### config.mk
export PLATFORM = sky130hd
export DESIGN_NAME = tcdm_cmd_split_ipa
export DESIGN_NICKNAME = d
export VERILOG_FILES = /design/src/rtl/tcdm_ipa_pkg.sv /design/src/rtl/tcdm_chunk_len_ipa.sv /design/src/rtl/tcdm_cmd_split_ipa.sv
export SDC_FILE = /design/constraint.sdc
export NUM_CORES = 1
export LEC_CHECK = 0
export CAP_MARGIN = 20
export CORE_MARGIN = 5
export CORE_UTILIZATION = 40
export DETAILED_ROUTE_END_ITERATION = 7
export PLACE_DENSITY_LB_ADDON = 0.05
export SYNTH_ARGS = -nofsm -noshare
export SYNTH_HDL_FRONTEND = slang
export SYNTH_SLANG_ARGS = --single-unit
### constraint.sdc
create_clock -name clk_i -period 10.9 [get_ports clk_i]
set_clock_uncertainty 0.05 [all_clocks]
set_input_delay 1.09 -clock clk_i [delete_from_list [all_inputs] [get_ports clk_i]]
set_output_delay 1.09 -clock clk_i [all_outputs]
set_load 0.02 [all_outputs]
### src/rtl/tcdm_ipa_pkg.sv
// rtl/tcdm_ipa_pkg.sv - shared types and constants for the TCDM command splitter and beat unpacker
package tcdm_ipa_pkg;

    localparam int unsigned TCDM_BEAT_BYTES = 8;
    localparam int unsigned TCDM_LEN_W      = 15;
    localparam int unsigned TCDM_ADD_W      = 12;

    typedef logic [TCDM_LEN_W-1:0] tcdm_len_t;
    typedef logic [TCDM_ADD_W-1:0] tcdm_add_t;

    typedef enum logic {
        IDLE  = 1'b0,
        SPLIT = 1'b1
    } split_state_e;

endpackage

### src/rtl/tcdm_chunk_len_ipa.sv
// rtl/tcdm_chunk_len_ipa.sv - length (bytes-1) of the next chunk that stays inside one CHUNK_BYTES granule
module tcdm_chunk_len_ipa
    import tcdm_ipa_pkg::*;
#(
    parameter int TCDM_ADD_WIDTH  = 12,
    parameter int MCHAN_LEN_WIDTH = 15,
    parameter int CHUNK_BYTES     = 64
) (
    input  logic [TCDM_ADD_WIDTH-1:0]  cur_add,
    input  logic [MCHAN_LEN_WIDTH-1:0] rem,
    output logic [MCHAN_LEN_WIDTH-1:0] chunk_m1,
    output logic                       last
);

    localparam int CHUNK_LOG2 = $clog2(CHUNK_BYTES);

    logic [MCHAN_LEN_WIDTH-1:0] space_m1;
    logic                       unused_add_hi;

    // Only the offset inside the granule matters; the upper address bits are irrelevant here.
    assign unused_add_hi = ^cur_add[TCDM_ADD_WIDTH-1:CHUNK_LOG2];

    assign space_m1 = MCHAN_LEN_WIDTH'(CHUNK_BYTES - 1)
                    - MCHAN_LEN_WIDTH'(cur_add[CHUNK_LOG2-1:0]);
    assign last     = (rem <= space_m1);
    assign chunk_m1 = last ? rem : space_m1;

endmodule

### src/rtl/tcdm_cmd_split_ipa.sv
// rtl/tcdm_cmd_split_ipa.sv - splits TCDM transfers at CHUNK_BYTES boundaries; TCDM_SPLIT_DONE_EN adds a done pulse
module tcdm_cmd_split_ipa
    import tcdm_ipa_pkg::*;
#(
    parameter int TRANS_SID_WIDTH = 2,
    parameter int TCDM_ADD_WIDTH  = 12,
    parameter int TCDM_OPC_WIDTH  = 12,
    parameter int MCHAN_LEN_WIDTH = 15,
    parameter int CHUNK_BYTES     = 64
) (
    input  logic                       clk_i,
    input  logic                       rst_ni,
    input  logic [TCDM_OPC_WIDTH-1:0]  in_opc_i,
    input  logic [MCHAN_LEN_WIDTH-1:0] in_len_i,
    input  logic [TCDM_ADD_WIDTH-1:0]  in_add_i,
    input  logic [TRANS_SID_WIDTH-1:0] in_sid_i,
    input  logic                       in_req_i,
    output logic                       in_gnt_o,
    output logic [TCDM_OPC_WIDTH-1:0]  cmd_opc_o,
    output logic [MCHAN_LEN_WIDTH-1:0] cmd_len_o,
    output logic [TCDM_ADD_WIDTH-1:0]  cmd_add_o,
    output logic [TRANS_SID_WIDTH-1:0] cmd_sid_o,
    output logic                       cmd_req_o,
`ifdef TCDM_SPLIT_DONE_EN
    output logic                       trans_done_o,
    output logic [TRANS_SID_WIDTH-1:0] trans_done_sid_o,
`endif
    input  logic                       cmd_gnt_i
);

    split_state_e               cs;
    logic [MCHAN_LEN_WIDTH-1:0] rem_q;
    logic                       last_q;
    logic                       load;
    logic                       done_grant;
    logic [TCDM_ADD_WIDTH-1:0]  calc_add;
    logic [MCHAN_LEN_WIDTH-1:0] calc_rem;
    logic [MCHAN_LEN_WIDTH-1:0] calc_chunk_m1;
    logic                       calc_last;

    // cmd_add_o doubles as the current address and rem_q still includes the chunk on offer.
    assign done_grant = (cs == SPLIT) & cmd_gnt_i & last_q;
    assign in_gnt_o   = (cs == IDLE) | done_grant;
    assign load       = in_req_i & in_gnt_o;
    assign calc_add   = load ? in_add_i
                             : cmd_add_o + TCDM_ADD_WIDTH'(cmd_len_o) + TCDM_ADD_WIDTH'(1);
    assign calc_rem   = load ? in_len_i
                             : rem_q - cmd_len_o - MCHAN_LEN_WIDTH'(1);

    tcdm_chunk_len_ipa #(
        .TCDM_ADD_WIDTH  (TCDM_ADD_WIDTH),
        .MCHAN_LEN_WIDTH (MCHAN_LEN_WIDTH),
        .CHUNK_BYTES     (CHUNK_BYTES)
    ) u_chunk_len (
        .cur_add  (calc_add),
        .rem      (calc_rem),
        .chunk_m1 (calc_chunk_m1),
        .last     (calc_last)
    );

    always_ff @(posedge clk_i or negedge rst_ni) begin
        if (!rst_ni) begin
            cs        <= IDLE;
            cmd_req_o <= 1'b0;
            cmd_opc_o <= '0;
            cmd_len_o <= '0;
            cmd_add_o <= '0;
            cmd_sid_o <= '0;
            rem_q     <= '0;
            last_q    <= 1'b0;
        end else begin
            if (load || ((cs == SPLIT) && cmd_gnt_i && !last_q)) begin
                cs        <= SPLIT;
                cmd_req_o <= 1'b1;
                cmd_add_o <= calc_add;
                cmd_len_o <= calc_chunk_m1;
                rem_q     <= calc_rem;
                last_q    <= calc_last;
                if (load) begin
                    cmd_opc_o <= in_opc_i;
                    cmd_sid_o <= in_sid_i;
                end
            end else if (done_grant) begin
                cs        <= IDLE;
                cmd_req_o <= 1'b0;
            end
        end
    end

`ifdef TCDM_SPLIT_DONE_EN
    always_ff @(posedge clk_i or negedge rst_ni) begin
        if (!rst_ni) begin
            trans_done_o     <= 1'b0;
            trans_done_sid_o <= '0;
        end else begin
            trans_done_o <= done_grant;
            if (done_grant) begin
                trans_done_sid_o <= cmd_sid_o;
            end
        end
    end
`endif

endmodule

==> results.yml <==
status:
  outcome: "complete, no violations"
power:
  cellPowerDensity_nw_per_um2: 352
  vdd.ir_drop.worst_v: 0.000188
  p_leak_nw: 2.24
sta:
  number_of_pins_exceeding_their_max_slew_limit_in_the_final_report: 0
  hold_ws_ns: 0.426
  grt_setup_unrepaired: "false"
  setup-tns-final_ns: 0
  timing.final.hold_violations: 0
  share_of_the_clock_period_used_by_the_worst_path_pct: 44.7
  period_minus_slack_ns: 4.87
  timing_worst_slew_pin_value_ns: 0.821
  fmaxAchievable_ghz: 0.205
  relative_slew_slack_pct: 45.1
  final-setup-viol-count: 0
routing:
  mean_routed_wirelength_per_cell_um: 15.7
  drt_pass1_iterations: 4
  vias_per_cell: 5.13
  drt_first_iter_violations: 138
  remaining_drc_errors: 0
  num_vias: 3471
  drt_wl_total_um: 10600
  drt.antenna.violating_nets: 0
clock_network:
  clkLatencyLatePin_ns: 0.34
  clock_buffer_count_from_cts: 9
  worst_setup_hold_path_clk_slew_ns: 0.07
  root_buffer_cell: "sky130_fd_sc_hd__clkbuf_8"
  hold_buffers: 0
  clock_tree_from_tritoncts: "done"
  cts_setup_buffers: 0
  cts.path.max_buffers: 2
  h-tree-depth: 3
  cts.sink_count: 58
  cts_resized: 0
layout:
  syn2layout_area_growth_pct: 30.8
  layout-drive-gt1-share_pct: 5.48
  nNetsFinal: 620
  antenna_cells_inserted: 0
critical_path:
  worst_endpoint_required_time_ns: 11.06
  timing_worst_setup_path_type: "input pin to flip-flop"
  critical_path.max_fanout: 23
  nature_of_the_critical_path_endpoint: "flip-flop"
  startpoint: "cmd_gnt_i"
  reg2reg_setup_slack_ns: 6.83
  crit-reg2reg-launch: "last_q"
  worstSetupStartpointType: "input pin"
  crit_path_end: "cmd_len_o[1]"
  r2r_end: "cmd_len_o[1]"
  timing.critical_path.arrival_ns: 5.03
  r2r_cells: 16
placed_design:
  gp_congestion: 0.883
  dp.final_hpwl_um: 7790
  portBuffers: 87
global_routing:
  first_global_vias: 3409
  maximum_number_of_pins_on_one_net_before_global_route_repair: 59
  globalRoute.totalOverflow: 0
  grt_first_pass_wirelength_um: 17400
  grt_antenna_before_repair: 0
  track_usage_pct: 19.2
logic_synthesis:
  synth_ff_type: "sky130_fd_sc_hd__dfrtp_1"
  synthesized_netlist_net_count: 536
  synth_edf_count: 0
  syn-cell-area_um2: 3800
  syn_avg_cell_area_um2: 8.30
  synth-async-reset-ratio_pct: 100
  synth.yosys.warnings: 0
  synthesis.instances: 458
  synth_seq_cells: 58
  synth-seq-area-share_pct: 38.2
  netlist-cell-type-count: 49
worst_hold_path:
  timing.hold.worst_path_depth: 2
  worstHoldPathType: "flip-flop to flip-flop"
floorplanning:
  core-area_um2: 9240
  cell_rows: 35
  floorplan.io_pins: 88
  initial_utilization_pct: 41.2
  die_w_um: 108
  chipHeight_um: 108
  die_area_um2: 11600
run:
  cap_violations: 0
==> worst max-delay path: stages <==
cell and delay [ns]:
sky130_fd_sc_hd__clkdlybuf4s50_1 0.52, sky130_fd_sc_hd__a21bo_2 0.19, sky130_fd_sc_hd__nand2_1 0.49, sky130_fd_sc_hd__buf_4 0.43
sky130_fd_sc_hd__o21ai_0 0.27, sky130_fd_sc_hd__inv_1 0.08, sky130_fd_sc_hd__ha_1 0.31, sky130_fd_sc_hd__a21oi_1 0.12
sky130_fd_sc_hd__a21boi_0 0.09, sky130_fd_sc_hd__o21ai_0 0.15, sky130_fd_sc_hd__a21oi_1 0.10, sky130_fd_sc_hd__a211oi_1 0.21
sky130_fd_sc_hd__nand4_1 0.18, sky130_fd_sc_hd__nor3_4 0.46, sky130_fd_sc_hd__mux2i_1 0.24, sky130_fd_sc_hd__a21oi_1 0.08
==> where the power goes <==
group,switching (W),internal [W]
registers,0.0000677,0.000304
clock network,0.0000917,0.0000875
logic,0.000680,0.000521
==> metal layers <==
layer | wire, um | up-vias | global-route usage (%)
met2 | 5120 | 63 | 31.4
li1 | - | 1740 | -
met1 | 4870 | 1655 | 25.6
met3 | 448 | 13 | 3.66
met5 | 0 | - | 0
met4 | 149 | 0 | 5.95
==> registers in the layout, indices dropped and copies added (netlist names) <==
register,flops
last_q,1
cmd_opc_o,12
cmd_len_o,15
cmd_add_o,12
cmd_sid_o,2
cs,1
rem_q,15
==> cells in the mapped netlist (5+ instances only) <==
cell type	instances	area share (%)
sky130_fd_sc_hd__a21o_1	7	1.4
sky130_fd_sc_hd__a21oi_1	30	3.9
sky130_fd_sc_hd__a31oi_1	9	1.5
sky130_fd_sc_hd__clkbuf_1	14	1.4
sky130_fd_sc_hd__dfrtp_1	58	38
sky130_fd_sc_hd__ha_1	31	10
sky130_fd_sc_hd__inv_1	31	3.1
sky130_fd_sc_hd__mux2i_1	11	2.9
sky130_fd_sc_hd__nand2_1	88	8.7
sky130_fd_sc_hd__nand2b_1	5	0.82
sky130_fd_sc_hd__nand3_1	13	1.7
sky130_fd_sc_hd__nor2_1	47	4.6
sky130_fd_sc_hd__nor3_1	6	0.79
sky130_fd_sc_hd__o21ai_0	25	3.3
sky130_fd_sc_hd__xnor2_1	11	2.5
sky130_fd_sc_hd__xor2_1	6	1.4
==> through the flow <==
step / utilization [%] / area (um^2) / cells / total power, W / setup WS (ns)
final: 53.8 / 4970 / 676 / 0.00175 / 6.03
after CTS: 53.8 / 4970 / 676 / 0.00177 / 6.00
after floorplan: - / 3800 / 458 / 0.00122 / 6.74
after detailed placement: 52.0 / 4800 / 660 / 0.00158 / 5.63
after global placement: 52.0 / 4800 / 660 / 0.00155 / 5.83
after global routing: 53.8 / 4970 / 676 / 0.00194 / 5.56
==> layout make-up <==
class                   count  area, um^2
repair buffers             92         903
well taps                 129         161
multi-input cells         350        2170
clock buffers              11         141
fillers                   898        4270
inverters                  31         116
flip-flops and latches     58        1450
clock inverters             5        30.0
==> worst min-delay path by stage <==
| stage | from | endpoint | slack, ns |
|---|---|---|---|
| final | cmd_opc_o[0] | cmd_opc_o[0] | 0.43 |
| after global routing | cmd_opc_o[11] | cmd_opc_o[11] | 0.46 |
| after CTS | cmd_opc_o[0] | cmd_opc_o[0] | 0.43 |
| after detailed placement | cmd_opc_o[0] | cmd_opc_o[0] | 0.41 |
| after global placement | cmd_opc_o[2] | cmd_opc_o[2] | 0.41 |
| after floorplan | rem_q[0] | rem_q[0] | 0.40 |
==> logic make-up after synthesis <==
| logic type | after synthesis | synth area share, % |
|---|---|---|
| XOR/XNOR | 18 | 4.51 |
| flip-flops | 58 | 38.2 |
| adder cells (fa/ha/maj) | 33 | 11.3 |
| AO/OA/AOI/OAI | 109 | 17.8 |
| AND/OR/NAND/NOR | 179 | 20.4 |
| buffers and inverters | 50 | 4.97 |
| multiplexers | 11 | 2.90 |
==> cell usage in the layout, fill, tap and decap left out, drive strengths merged, types with 6 or more instances in the layout <==
master | synthesis | final
inv | 31 | 31
nor3 | 7 | 7
o21ai | 29 | 29
ha | 31 | 31
clkdlybuf4s50 | 0 | 86
buf | 5 | 6
nor2 | 47 | 47
clkbuf | 14 | 11
a21oi | 31 | 31
a21o | 8 | 8
nand3 | 13 | 13
xor2 | 6 | 6
mux2i | 11 | 11
a31oi | 9 | 9
xnor2 | 11 | 11
nand2 | 88 | 88
dfrtp | 58 | 58
(Power assumes the default switching activity.)
